## src/rtl/pipeline_run_control.sv

```systemverilog
`default_nettype none
// ============================================================================
//  Module      : pipeline_run_control
//  Description : Execution sequencer for the 5-stage MIPS pipeline. Runs the
//                pipeline continuously or one cycle per STEP. It detects the
//                HALT opcode at fetch, freezes the PC, drains the in-flight
//                instructions and then reports done. It also counts the
//                enabled cycles.
//  Revision    : 1.0 - initial release
// ============================================================================
module pipeline_run_control #(
  parameter int DATA_WIDTH   = 32,
  parameter int SIZEOP       = 6,
  parameter int DRAIN_CYCLES = 4,
  parameter int CNT_WIDTH    = 32
) (
  input  logic                  i_clk,
  input  logic                  i_reset,
  input  logic [DATA_WIDTH-1:0] i_instruccion,
  input  logic                  i_cmd_valid,
  input  logic [1:0]            i_cmd,
  output logic                  o_cmd_ready,
  output logic                  o_pipe_en,
  output logic                  o_pc_en,
  output logic                  o_halt_seen,
  output logic                  o_done,
  output logic [CNT_WIDTH-1:0]  o_cycle_count
);

  localparam logic [SIZEOP-1:0] c_op_halt     = {SIZEOP{1'b1}};
  localparam logic [3:0]        c_drain_init  = DRAIN_CYCLES[3:0];
  localparam logic [1:0]        c_cmd_run     = 2'b00;
  localparam logic [1:0]        c_cmd_step    = 2'b01;
  localparam logic [1:0]        c_cmd_pause   = 2'b10;
  localparam logic [1:0]        c_cmd_clear   = 2'b11;

  typedef enum logic [1:0] {
    IDLE = 2'd0,
    RUN  = 2'd1,
    STEP = 2'd2,
    DONE = 2'd3
  } state_t;

  state_t                state_q, state_d;
  logic                  halt_seen_q, halt_seen_d;
  logic [3:0]            drain_cnt_q, drain_cnt_d;
  logic [CNT_WIDTH-1:0]  cycle_cnt_q, cycle_cnt_d;

  logic [SIZEOP-1:0]     w_opcode;
  logic                  w_is_halt;
  logic                  w_cmd_acc;
  logic                  w_unused;

  // Only the opcode field matters here; the rest of the word is deliberately dropped.
  assign w_opcode  = i_instruccion[DATA_WIDTH-1 -: SIZEOP];
  assign w_unused  = ^i_instruccion[DATA_WIDTH-SIZEOP-1:0];
  assign w_is_halt = (w_opcode == c_op_halt);

  assign o_pipe_en     = (state_q == RUN) || (state_q == STEP);
  assign o_pc_en       = o_pipe_en && !halt_seen_q && !w_is_halt;
  assign o_done        = (state_q == DONE);
  assign o_cmd_ready   = (state_q != STEP);
  assign o_halt_seen   = halt_seen_q;
  assign o_cycle_count = cycle_cnt_q;
  assign w_cmd_acc     = i_cmd_valid && o_cmd_ready;

  // State, halt/drain tracking and cycle counter registers.
  always_ff @(posedge i_clk or posedge i_reset) begin
    if (i_reset) begin
      state_q     <= IDLE;
      halt_seen_q <= 1'b0;
      drain_cnt_q <= 4'd0;
      cycle_cnt_q <= '0;
    end else begin
      state_q     <= state_d;
      halt_seen_q <= halt_seen_d;
      drain_cnt_q <= drain_cnt_d;
      cycle_cnt_q <= cycle_cnt_d;
    end
  end

  // Next-state: command handling first, then halt/drain overrides on enabled cycles.
  always_comb begin
    state_d     = state_q;
    halt_seen_d = halt_seen_q;
    drain_cnt_d = drain_cnt_q;
    cycle_cnt_d = cycle_cnt_q;

    // Saturating count of enabled cycles.
    if (o_pipe_en && (cycle_cnt_q != {CNT_WIDTH{1'b1}})) begin
      cycle_cnt_d = cycle_cnt_q + CNT_WIDTH'(1);
    end

    case (state_q)
      IDLE: begin
        if (w_cmd_acc) begin
          case (i_cmd)
            c_cmd_run:   state_d = RUN;
            c_cmd_step:  state_d = STEP;
            c_cmd_clear: begin
              halt_seen_d = 1'b0;
              drain_cnt_d = 4'd0;
              cycle_cnt_d = '0;
            end
            default:     state_d = IDLE;
          endcase
        end
      end
      RUN: begin
        if (w_cmd_acc && (i_cmd == c_cmd_pause)) begin
          state_d = IDLE;
        end
      end
      STEP: begin
        state_d = IDLE;
      end
      DONE: begin
        if (w_cmd_acc && (i_cmd == c_cmd_clear)) begin
          state_d     = IDLE;
          halt_seen_d = 1'b0;
          drain_cnt_d = 4'd0;
          cycle_cnt_d = '0;
        end
      end
      default: state_d = IDLE;
    endcase

    // HALT capture and drain countdown take priority over PAUSE and STEP return.
    if (o_pipe_en) begin
      if (!halt_seen_q) begin
        if (w_is_halt) begin
          halt_seen_d = 1'b1;
          drain_cnt_d = c_drain_init;
          if (c_drain_init == 4'd0) begin
            state_d = DONE;
          end
        end
      end else begin
        if (drain_cnt_q != 4'd0) begin
          drain_cnt_d = drain_cnt_q - 4'd1;
        end
        if (drain_cnt_q == 4'd1) begin
          state_d = DONE;
        end
      end
    end
  end

endmodule
`default_nettype wire

```

## config.mk

```make
export PLATFORM = sky130hd
export DESIGN_NAME = pipeline_run_control
export DESIGN_NICKNAME = d
export VERILOG_FILES = /design/src/rtl/pipeline_run_control.sv
export SDC_FILE = /design/constraint.sdc
export NUM_CORES = 1
export LEC_CHECK = 0
export CELL_PAD_IN_SITES_DETAIL_PLACEMENT = 1
export CELL_PAD_IN_SITES_GLOBAL_PLACEMENT = 1
export CORE_MARGIN = 8
export CORE_UTILIZATION = 35
export DETAILED_ROUTE_END_ITERATION = 8
export GPL_ROUTABILITY_DRIVEN = 0
export PLACE_DENSITY = 0.86
export SYNTH_ARGS = -nofsm -noshare
export SYNTH_HDL_FRONTEND = slang
export SYNTH_SLANG_ARGS = --single-unit
```

## constraint.sdc

```tcl
create_clock -name i_clk -period 2.79 [get_ports i_clk]
set_clock_uncertainty 0.1 [all_clocks]
set_input_delay 0.4185 -clock i_clk [delete_from_list [all_inputs] [get_ports i_clk]]
set_output_delay 0.4185 -clock i_clk [all_outputs]
set_load 0.1 [all_outputs]
```

=== Word-level counts from Yosys, hierarchy flattened ===
Index checks and enable logic that the tools add are counted.

* Flip-flop bits (word level): 39
* Bits of input ports: 37
* Output and inout bits: 37
* Logic and storage cells: 56

* $add $sub $neg: 2
* Eq/ne operators: 10
* Mux-type cells: 28
* Reduce and logical (&&, ||, !) cells: 12

{| class="wikitable"
|+ Operator list
! operator !! number
|-
| $mux W32 || 4
|-
| $pmux W32 S2 || 1
|-
| $add A32 B1 Y32 const B || 1
|-
| $ne A32 B32 Y1 const B || 1
|-
| $mux W4 || 7
|-
| $mux W2 || 6
|-
| $eq A2 B2 Y1 const B || 4
|-
| $pmux W2 S4 || 1
|-
| $pmux W4 S2 || 1
|-
| $eq A6 B6 Y1 const B || 1
|-
| $logic_and A1 B1 Y1 || 6
|-
| $mux W1 || 6
|-
| $pmux W2 S3 || 1
|-
| $eq A2 B1 Y1 const B || 2
|-
| $eq A4 B1 Y1 const B || 1
|-
| $logic_not A2 Y1 || 2
|-
| $reduce_bool A4 Y1 || 1
|-
| $sub A4 B1 Y4 const B || 1
|-
| $logic_not A1 Y1 || 2
|-
| $ne A2 B2 Y1 const B || 1
|-
| $pmux W1 S2 || 1
|-
| $logic_or A1 B1 Y1 || 1
|}

=== Longest topological paths before layout ===
Gate-level depths: netlist (run 1).

* Depth after elaboration: 8
* Depth in mapped cells: 10
* Mapped depth without buffers: 7

=== Least setup slack after synthesis (run 1) ===
Ideal clock, no wire load.

* Kind: flip-flop to output port
* Start: register state_q[0]
* End: output port o_pc_en
* Arrival time: 3.873 ns
* Required time: 2.272 ns
* Slack: -1.602 ns
* Cell stages (with the launch flop): 5
* Buffers on the path: 1
* Path through: dfrtp_1 -> inv_1 -> ha_1 -> buf_2 -> nor3b_1

* Cells in the longest elaborated chain, start to end: 4
* Elaborated cells on any way between the ends: 5
* Those cells by class: eq/ne (2); reduce/logical (3)

{| class="wikitable"
|+ RTL lines
! item !! line !! text
|-
| start, declared || 44 || <nowiki>state_t state_q, state_d;</nowiki>
|-
| start signal, assigned || 75 || <nowiki>state_q <= state_d;</nowiki>
|-
| $eq A2 B1 Y1 / $eq A2 B2 Y1 (equally long branches) || 59 || <nowiki>assign o_pipe_en = (state_q == RUN) || (state_q == STEP);</nowiki>
|-
| $logic_or A1 B1 Y1 (*) || 59 ||
|-
| via o_pipe_en || 23 || <nowiki>output logic o_pipe_en,</nowiki>
|-
| $logic_and A1 B1 Y1 (*) (2 in series) || 60 || <nowiki>assign o_pc_en = o_pipe_en && !halt_seen_q && !w_is_halt;</nowiki>
|-
| end, declared || 24 || <nowiki>output logic o_pc_en,</nowiki>
|}

The timed path passes the listed nets; every way through them passes the cells marked *.

=== Final worst setup path (run 1) ===
* Start: register state_q[0]
* End: register cycle_cnt_q[29] (netlist: o_cycle_count[29])

* Cells in the longest elaborated chain, start to end: 7
* Elaborated cells on any way between the ends: 14
* Those cells by class: eq/ne (4); mux (5); reduce/logical (5)

{| class="wikitable"
|+ RTL lines
! item !! line !! text
|-
| $eq A2 B1 Y1 / $eq A2 B2 Y1 (equally long branches) || 59 ||
|-
| $logic_or A1 B1 Y1 || 59 ||
|-
| $logic_and A1 B1 Y1 || 90 || <nowiki>if (o_pipe_en && (cycle_cnt_q != {CNT_WIDTH{1'b1}})) begin</nowiki>
|-
| $mux W32 || 90 ||
|-
| $mux W32 || 97 || <nowiki>case (i_cmd)</nowiki>
|-
| $mux W32 || 96 || <nowiki>if (w_cmd_acc) begin</nowiki>
|-
| $pmux W32 S2 (*) || 94 || <nowiki>case (state_q)</nowiki>
|-
| via cycle_cnt_d[29] || 47 || <nowiki>logic [CNT_WIDTH-1:0] cycle_cnt_q, cycle_cnt_d;</nowiki>
|-
| end signal, assigned || 78 || <nowiki>cycle_cnt_q <= cycle_cnt_d;</nowiki>
|-
| end, declared || 47 ||
|}

Marks and branches as above.

==> flow_summary.toml, run 1 <==
[outcome]
status = "complete, no violations"

[finish]
layout_commonest_cell = "buf_4"
area.growth.synth_to_final_pct = 27.8
final_cells = 387
multi_input_area_sq_mm = 0.00132
nFillCells = 805
drive_above_1_share_pct = 25.4
final_cell_mix = "48 x buf_4, 30 x dfrtp_1, 24 x nand2_1"
seq_area_sq_um = 987
antenna_cells = 0
fin_nets = 351

[global_route]
grt_remaining_overflow = 0
grt_max_degree = 21
grt_pass1_vias = 2353
antenna_found_initial = 0
grt_usage_pct = 14.6
grt_pass1_wl_mm = 11.7

[logic_synthesis]
syn-instance-count = 249
syn_avg_cell_area_sq_um = 9.44
ys_types = 46
synth_seq_cells = 39
synth-seq-area-share_pct = 41.5
synthesis.area_sq_mm = 0.00235
async_reset_ff_share_pct = 100
synth_edf_count = 0
yosys_warnings = 0
synth_ff_type = "dfrtp_1"
synth_nets = 294

[worst_setup_path]
start_kind = "flop"
cp_data_required_time_ns = 2.93
critPathArrivalTime_ns = 2.62
critical_path.max_fanout = 20
end_kind = "flop"
worstSetupPathType = "reg2reg"

[floorplan]
start_util_pct = 35.4
die-area_sq_mm = 0.00959
coreArea_sq_mm = 0.00664
rows = 30
die-height_um = 97.9
io_pins = 74
fp.dieW_um = 97.9

[sta]
maxSlewHeadroom_pct = 45.1
slew_viol_final = 0
hold-worst-slack_ns = 0.393
worstMarginPinSlew_ns = 0.823
rsz0062_at_grt = "no"
tns_ns = 0
setup_viol = 0
finalHoldViolCount = 0
fin_crit_ns = 2.49
post-route-period-util_pct = 89.1
timing.fmax_ghz = 0.402

[cts]
cts-resized-gates = 0
clock_sinks = 39
root_buffer = "clkbuf_8"
clk_pin_slew_ns = 0.07
htreeDepth = 2
clk_latency_ns = 0.30
numCtsBuffers = 5
cts_tree = "done"
cts_max_path_buffers = 2

[placed_design]
dpl.hpwl_mm = 5.16
port_buffers = 47
place_inst = 378

[detailed_routing]
viasPerCell = 5.67
ant_nets = 0
vias = 2195
drtIter0Drc = 73
wl_mm = 6.87
wire_per_inst_um = 17.8
drtPass1Iterations = 4
drc = 0

[job]
cap_violations = 0

[min_path]
hold_class = "reg2reg"

[power]
power_density_mw_per_mm2 = 697
irDropWorstVdd_mv = 0.316
power_mw = 2.09
power.leakage_nw = 1.36
[cells in the mapped netlist, drive strengths merged, types with 3 or more instances]
library cell / count / share of area (%)
a311oi: 3 / 1.1
a31oi: 4 / 1.1
ha: 8 / 4.3
o311ai: 3 / 1.1
o21a: 3 / 0.96
dfrtp: 39 / 42
o2111ai: 3 / 1.1
and3: 7 / 1.9
o31ai: 5 / 2.2
a21oi: 9 / 1.9
or2: 3 / 0.80
nand2: 24 / 3.8
clkbuf: 7 / 1.1
inv: 9 / 1.4
nand4: 8 / 3.0
or3: 5 / 1.5
xor2: 10 / 3.7
nand3: 16 / 3.4
o41ai: 3 / 1.1
nor2: 20 / 3.2
or4: 6 / 1.9
nor3: 8 / 1.9
and4: 4 / 1.5
nand4b: 4 / 1.5
o211ai: 11 / 3.5
o21ai: 10 / 2.4
[cell families after synthesis]
group	count (synthesis)	synth area share, %
XOR/XNOR	11	4.10
flip-flops	39	41.5
buffers and inverters	18	3.25
AO/OA/AOI/OAI	58	18.0
AND/OR/NAND/NOR	114	28.4
adder cells (fa/ha/maj)	8	4.26
multiplexers	1	0.426
[per-stage QoR]
stage | setup WS, ns | area [sq um] | util, %
4_1_cts | 0.152 | 3000 | 45.1
5_1_grt | 0.142 | 3000 | 45.2
3_5_place_dp | 0.184 | 2920 | 43.9
2_1_floorplan | 0.00240 | 2380 | -
3_3_place_gp | 0.228 | 2920 | 43.9
6_report | 0.304 | 3000 | 45.2
[repair_timing]
item	4_1_cts	5_1_grt
hold buffers	0	0
endpoints found under the setup margin	0	1
buffers inserted	0	1
[layout make-up]
type                    instances  share of cell area (%)
multi-input cells             192                    44.0
flip-flops and latches         39                    32.9
repair buffers                 59                    16.0
well taps                      80                    3.33
clock buffers                   7                    2.54
inverters                       9                    1.12
clock inverters                 1                   0.167
[report_power, final]
| group | internal (mW) | switching, mW | leakage (nW) | total (mW) |
|---|---|---|---|---|
| clock | 0.175 | 0.198 | 0.0422 | 0.374 |
| sequential | 0.601 | 0.0467 | 0.526 | 0.648 |
| combinational | 0.303 | 0.770 | 0.791 | 1.07 |
[worst max-delay path, cell delays in order (launching register included)]
cell and delay, ns:
dfrtp_1 0.40, inv_1 0.12, ha_4 0.40, and4_1 0.32, nor4b_4 0.31, o21ai_2 0.19, or4_1 0.50, nand2_1 0.08
[metal layers]
metal / up-vias / GRT usage (%) / routed length [um]
li1: 1056 / - / -
met1: 1094 / 17.6 / 3140
met2: 36 / 25.2 / 3420
met3: 9 / 3.20 / 230
met4: 0 / 4.44 / 88
met5: - / 0 / 0
[registers in the layout, summed over array words and instances (netlist names)]
signal and count:
o_cycle_count 32, state_q 2, o_halt_seen 1, drain_cnt_q 4
[worst paths after layout]
| kind | startpoint | end | slack, ns | depth (start not counted) |
|---|---|---|---|---|
| setup / recovery | state_q[0]$_DFF_PP0_ | o_cycle_count[29]$_DFF_PP0_ | 0.30 | 7 |
| hold / removal | drain_cnt_q[3]$_DFF_PP0_ | drain_cnt_q[3]$_DFF_PP0_ | 0.39 | 1 |
| setup reg to reg | state_q[0]$_DFF_PP0_ | o_cycle_count[29]$_DFF_PP0_ | 0.30 | 7 |
| hold reg to reg | drain_cnt_q[3]$_DFF_PP0_ | drain_cnt_q[3]$_DFF_PP0_ | 0.39 | 1 |
| max in group asynchronous | i_reset | state_q[0]$_DFF_PP0_ | 1.44 | 3 |
| min in group asynchronous | i_reset | o_cycle_count[19]$_DFF_PP0_ | 0.48 | 2 |
Note: power is estimated with default switching activity, not from simulation.
==> run 2, diff against run 1 <==
--- a/config.mk
+++ b/config.mk
@@ -9,9 +9,11 @@
 export CELL_PAD_IN_SITES_GLOBAL_PLACEMENT = 1
 export CORE_MARGIN = 8
 export CORE_UTILIZATION = 35
+export CTS_CLUSTER_SIZE = 25
 export DETAILED_ROUTE_END_ITERATION = 8
 export GPL_ROUTABILITY_DRIVEN = 0
 export PLACE_DENSITY = 0.86
 export SYNTH_ARGS = -nofsm -noshare
 export SYNTH_HDL_FRONTEND = slang
 export SYNTH_SLANG_ARGS = --single-unit
+export TNS_END_PERCENT = 100
==> results of run 2 <==
Same layout as run 1: the final DEF is identical, and so are final timing and power.
==> run 3, diff against run 2 <==
--- a/config.mk
+++ b/config.mk
@@ -5,10 +5,8 @@
 export SDC_FILE = /design/constraint.sdc
 export NUM_CORES = 1
 export LEC_CHECK = 0
-export CELL_PAD_IN_SITES_DETAIL_PLACEMENT = 1
-export CELL_PAD_IN_SITES_GLOBAL_PLACEMENT = 1
 export CORE_MARGIN = 8
-export CORE_UTILIZATION = 35
+export CORE_UTILIZATION = 47
 export CTS_CLUSTER_SIZE = 25
 export DETAILED_ROUTE_END_ITERATION = 8
 export GPL_ROUTABILITY_DRIVEN = 0
==> flow_summary.toml, run 3 (synthesis gave the netlist of run 1 again) <==
[detailed_routing]
ant_nets = 0
drc = 0
wl_mm = 5.69
drtPass1Iterations = 4
viasPerCell = 5.74
wire_per_inst_um = 15.3
drtIter0Drc = 92
vias = 2131

[floorplan]
rows = 25
die-area_sq_mm = 0.00752
io_pins = 74
coreArea_sq_mm = 0.00479
die-height_um = 86.7
start_util_pct = 49.1
fp.dieW_um = 86.7

[sta]
post-route-period-util_pct = 89.4
fin_crit_ns = 2.50
setup_viol = 0
maxSlewHeadroom_pct = 67.1
finalHoldViolCount = 0
rsz0062_at_grt = "no"
tns_ns = 0
timing.fmax_ghz = 0.401
worstMarginPinSlew_ns = 0.493
slew_viol_final = 0

[global_route]
grt_pass1_wl_mm = 9.49
grt_usage_pct = 15.7
antenna_found_initial = 0
grt_max_degree = 40
grt_pass1_vias = 2038
grt_remaining_overflow = 0

[power]
power.leakage_nw = 1.36
power_density_mw_per_mm2 = 728
irDropWorstVdd_mv = 0.853

[worst_setup_path]
cp_data_required_time_ns = 2.86
worstPathCellList = "inv_1 > ha_4 > and4_1 > nor4b_4 > o21ai_2 > o311ai_0 > o41ai_1"
end_kind = "flop"
critPathArrivalTime_ns = 2.57
path_buf_inv = 1
start_kind = "flop"
slowest_stage = "nor4b_4"
worstSetupPathType = "reg2reg"
critical_path.max_fanout = 9
cpPeakStageDelay_ns = 0.41
path_delay_family = "compound AO/OA/AOI/OAI gates"

[cts]
ctsHoldBuffers = 0
post-cts-setup-buffers = 0
clk_latency_ns = 0.30
cts_max_path_buffers = 2
root_buffer = "clkbuf_8"
clk_pin_slew_ns = 0.08
htreeDepth = 2
clock_sinks = 39
cts-resized-gates = 0
cts_tree = "done"
numCtsBuffers = 5

[finish]
fin_nets = 348
largest_reg_flops = 32
utilization_pct = 62.7
antenna_cells = 0
nFillCells = 407
final_cell_mix = "45 x buf_4, 30 x dfrtp_1, 24 x nand2_1"
layout_commonest_cell = "buf_4"
drive_above_1_share_pct = 25.3
area.growth.synth_to_final_pct = 27.7

[min_path]
hold_class = "reg2reg"

[outcome]
status = "complete, no violations"

[placed_design]
dpl.hpwl_mm = 4.18
port_buffers = 47

[job]
cap_violations = 0
run 3: cell count changes in the layout (fill, tap and decap cells not counted):
| cell | change |
|---|---|
| buf_4 | -3 |
| bufinv_16 | +1 |
| clkbuf_1 | -2 |
| clkbuf_8 | +1 |
run 3: stage by stage:
stage / hold slack [ns] / instances / power (mW) / setup slack [ns] / instance area (sq um)
2_1_floorplan: 0.351 / 249 / 1.43 / 0.00240 / 2380
3_3_place_gp: 0.370 / 363 / 1.69 / 0.383 / 2880
3_5_place_dp: 0.376 / 363 / 1.70 / 0.295 / 2880
4_1_cts: 0.392 / 371 / 2.20 / 0.276 / 3000
5_1_grt: 0.440 / 371 / 2.29 / 0.117 / 3000
6_report: 0.400 / 371 / 2.19 / 0.294 / 3000
run 3: area by class of cell:
cell class	count	area (sq um)	share of cell area, %
clock buffer	6	82.6	2.75
clock inverter	2	35.0	1.17
inverter	9	33.8	1.13
multi-input combinational	192	1320	44.0
sequential	39	987	32.9
tap	67	83.8	2.79
timing repair buffer	56	458	15.3
run 3: final timing paths:
kind | from | to | slack, ns | cells past startpoint
max | state_q[0]$_DFF_PP0_ | o_cycle_count[31]$_DFF_PP0_ | 0.29 | 7
min | drain_cnt_q[3]$_DFF_PP0_ | drain_cnt_q[3]$_DFF_PP0_ | 0.40 | 1
max reg2reg | state_q[0]$_DFF_PP0_ | o_cycle_count[31]$_DFF_PP0_ | 0.29 | 7
min reg2reg | drain_cnt_q[3]$_DFF_PP0_ | drain_cnt_q[3]$_DFF_PP0_ | 0.40 | 1
max in group asynchronous | i_reset | o_cycle_count[9]$_DFF_PP0_ | 1.78 | 3
min in group asynchronous | i_reset | o_cycle_count[25]$_DFF_PP0_ | 0.42 | 3
run 3: report_power, final:
group	switching (mW)	total (mW)	internal (mW)
logic	0.750	1.05	0.296
clock network	0.202	0.492	0.289
registers	0.0463	0.647	0.601
run 3: routing by layer:
metal	share of wire, %	vias up	global-route usage [%]	wire length [um]
li1	-	1052	-	-
met1	45	1028	18.8	2570
met3	4.3	7	4.35	247
met2	49	44	25.3	2790
met5	0	-	0	0
met4	1.3	0	7.36	76
run 3: worst register-to-register path, stage by stage (launching register included):
cell,delay [ns]
dfrtp_1,0.40
inv_1,0.12
ha_4,0.33
and4_1,0.30
nor4b_4,0.41
o21ai_2,0.20
o311ai_0,0.38
o41ai_1,0.14
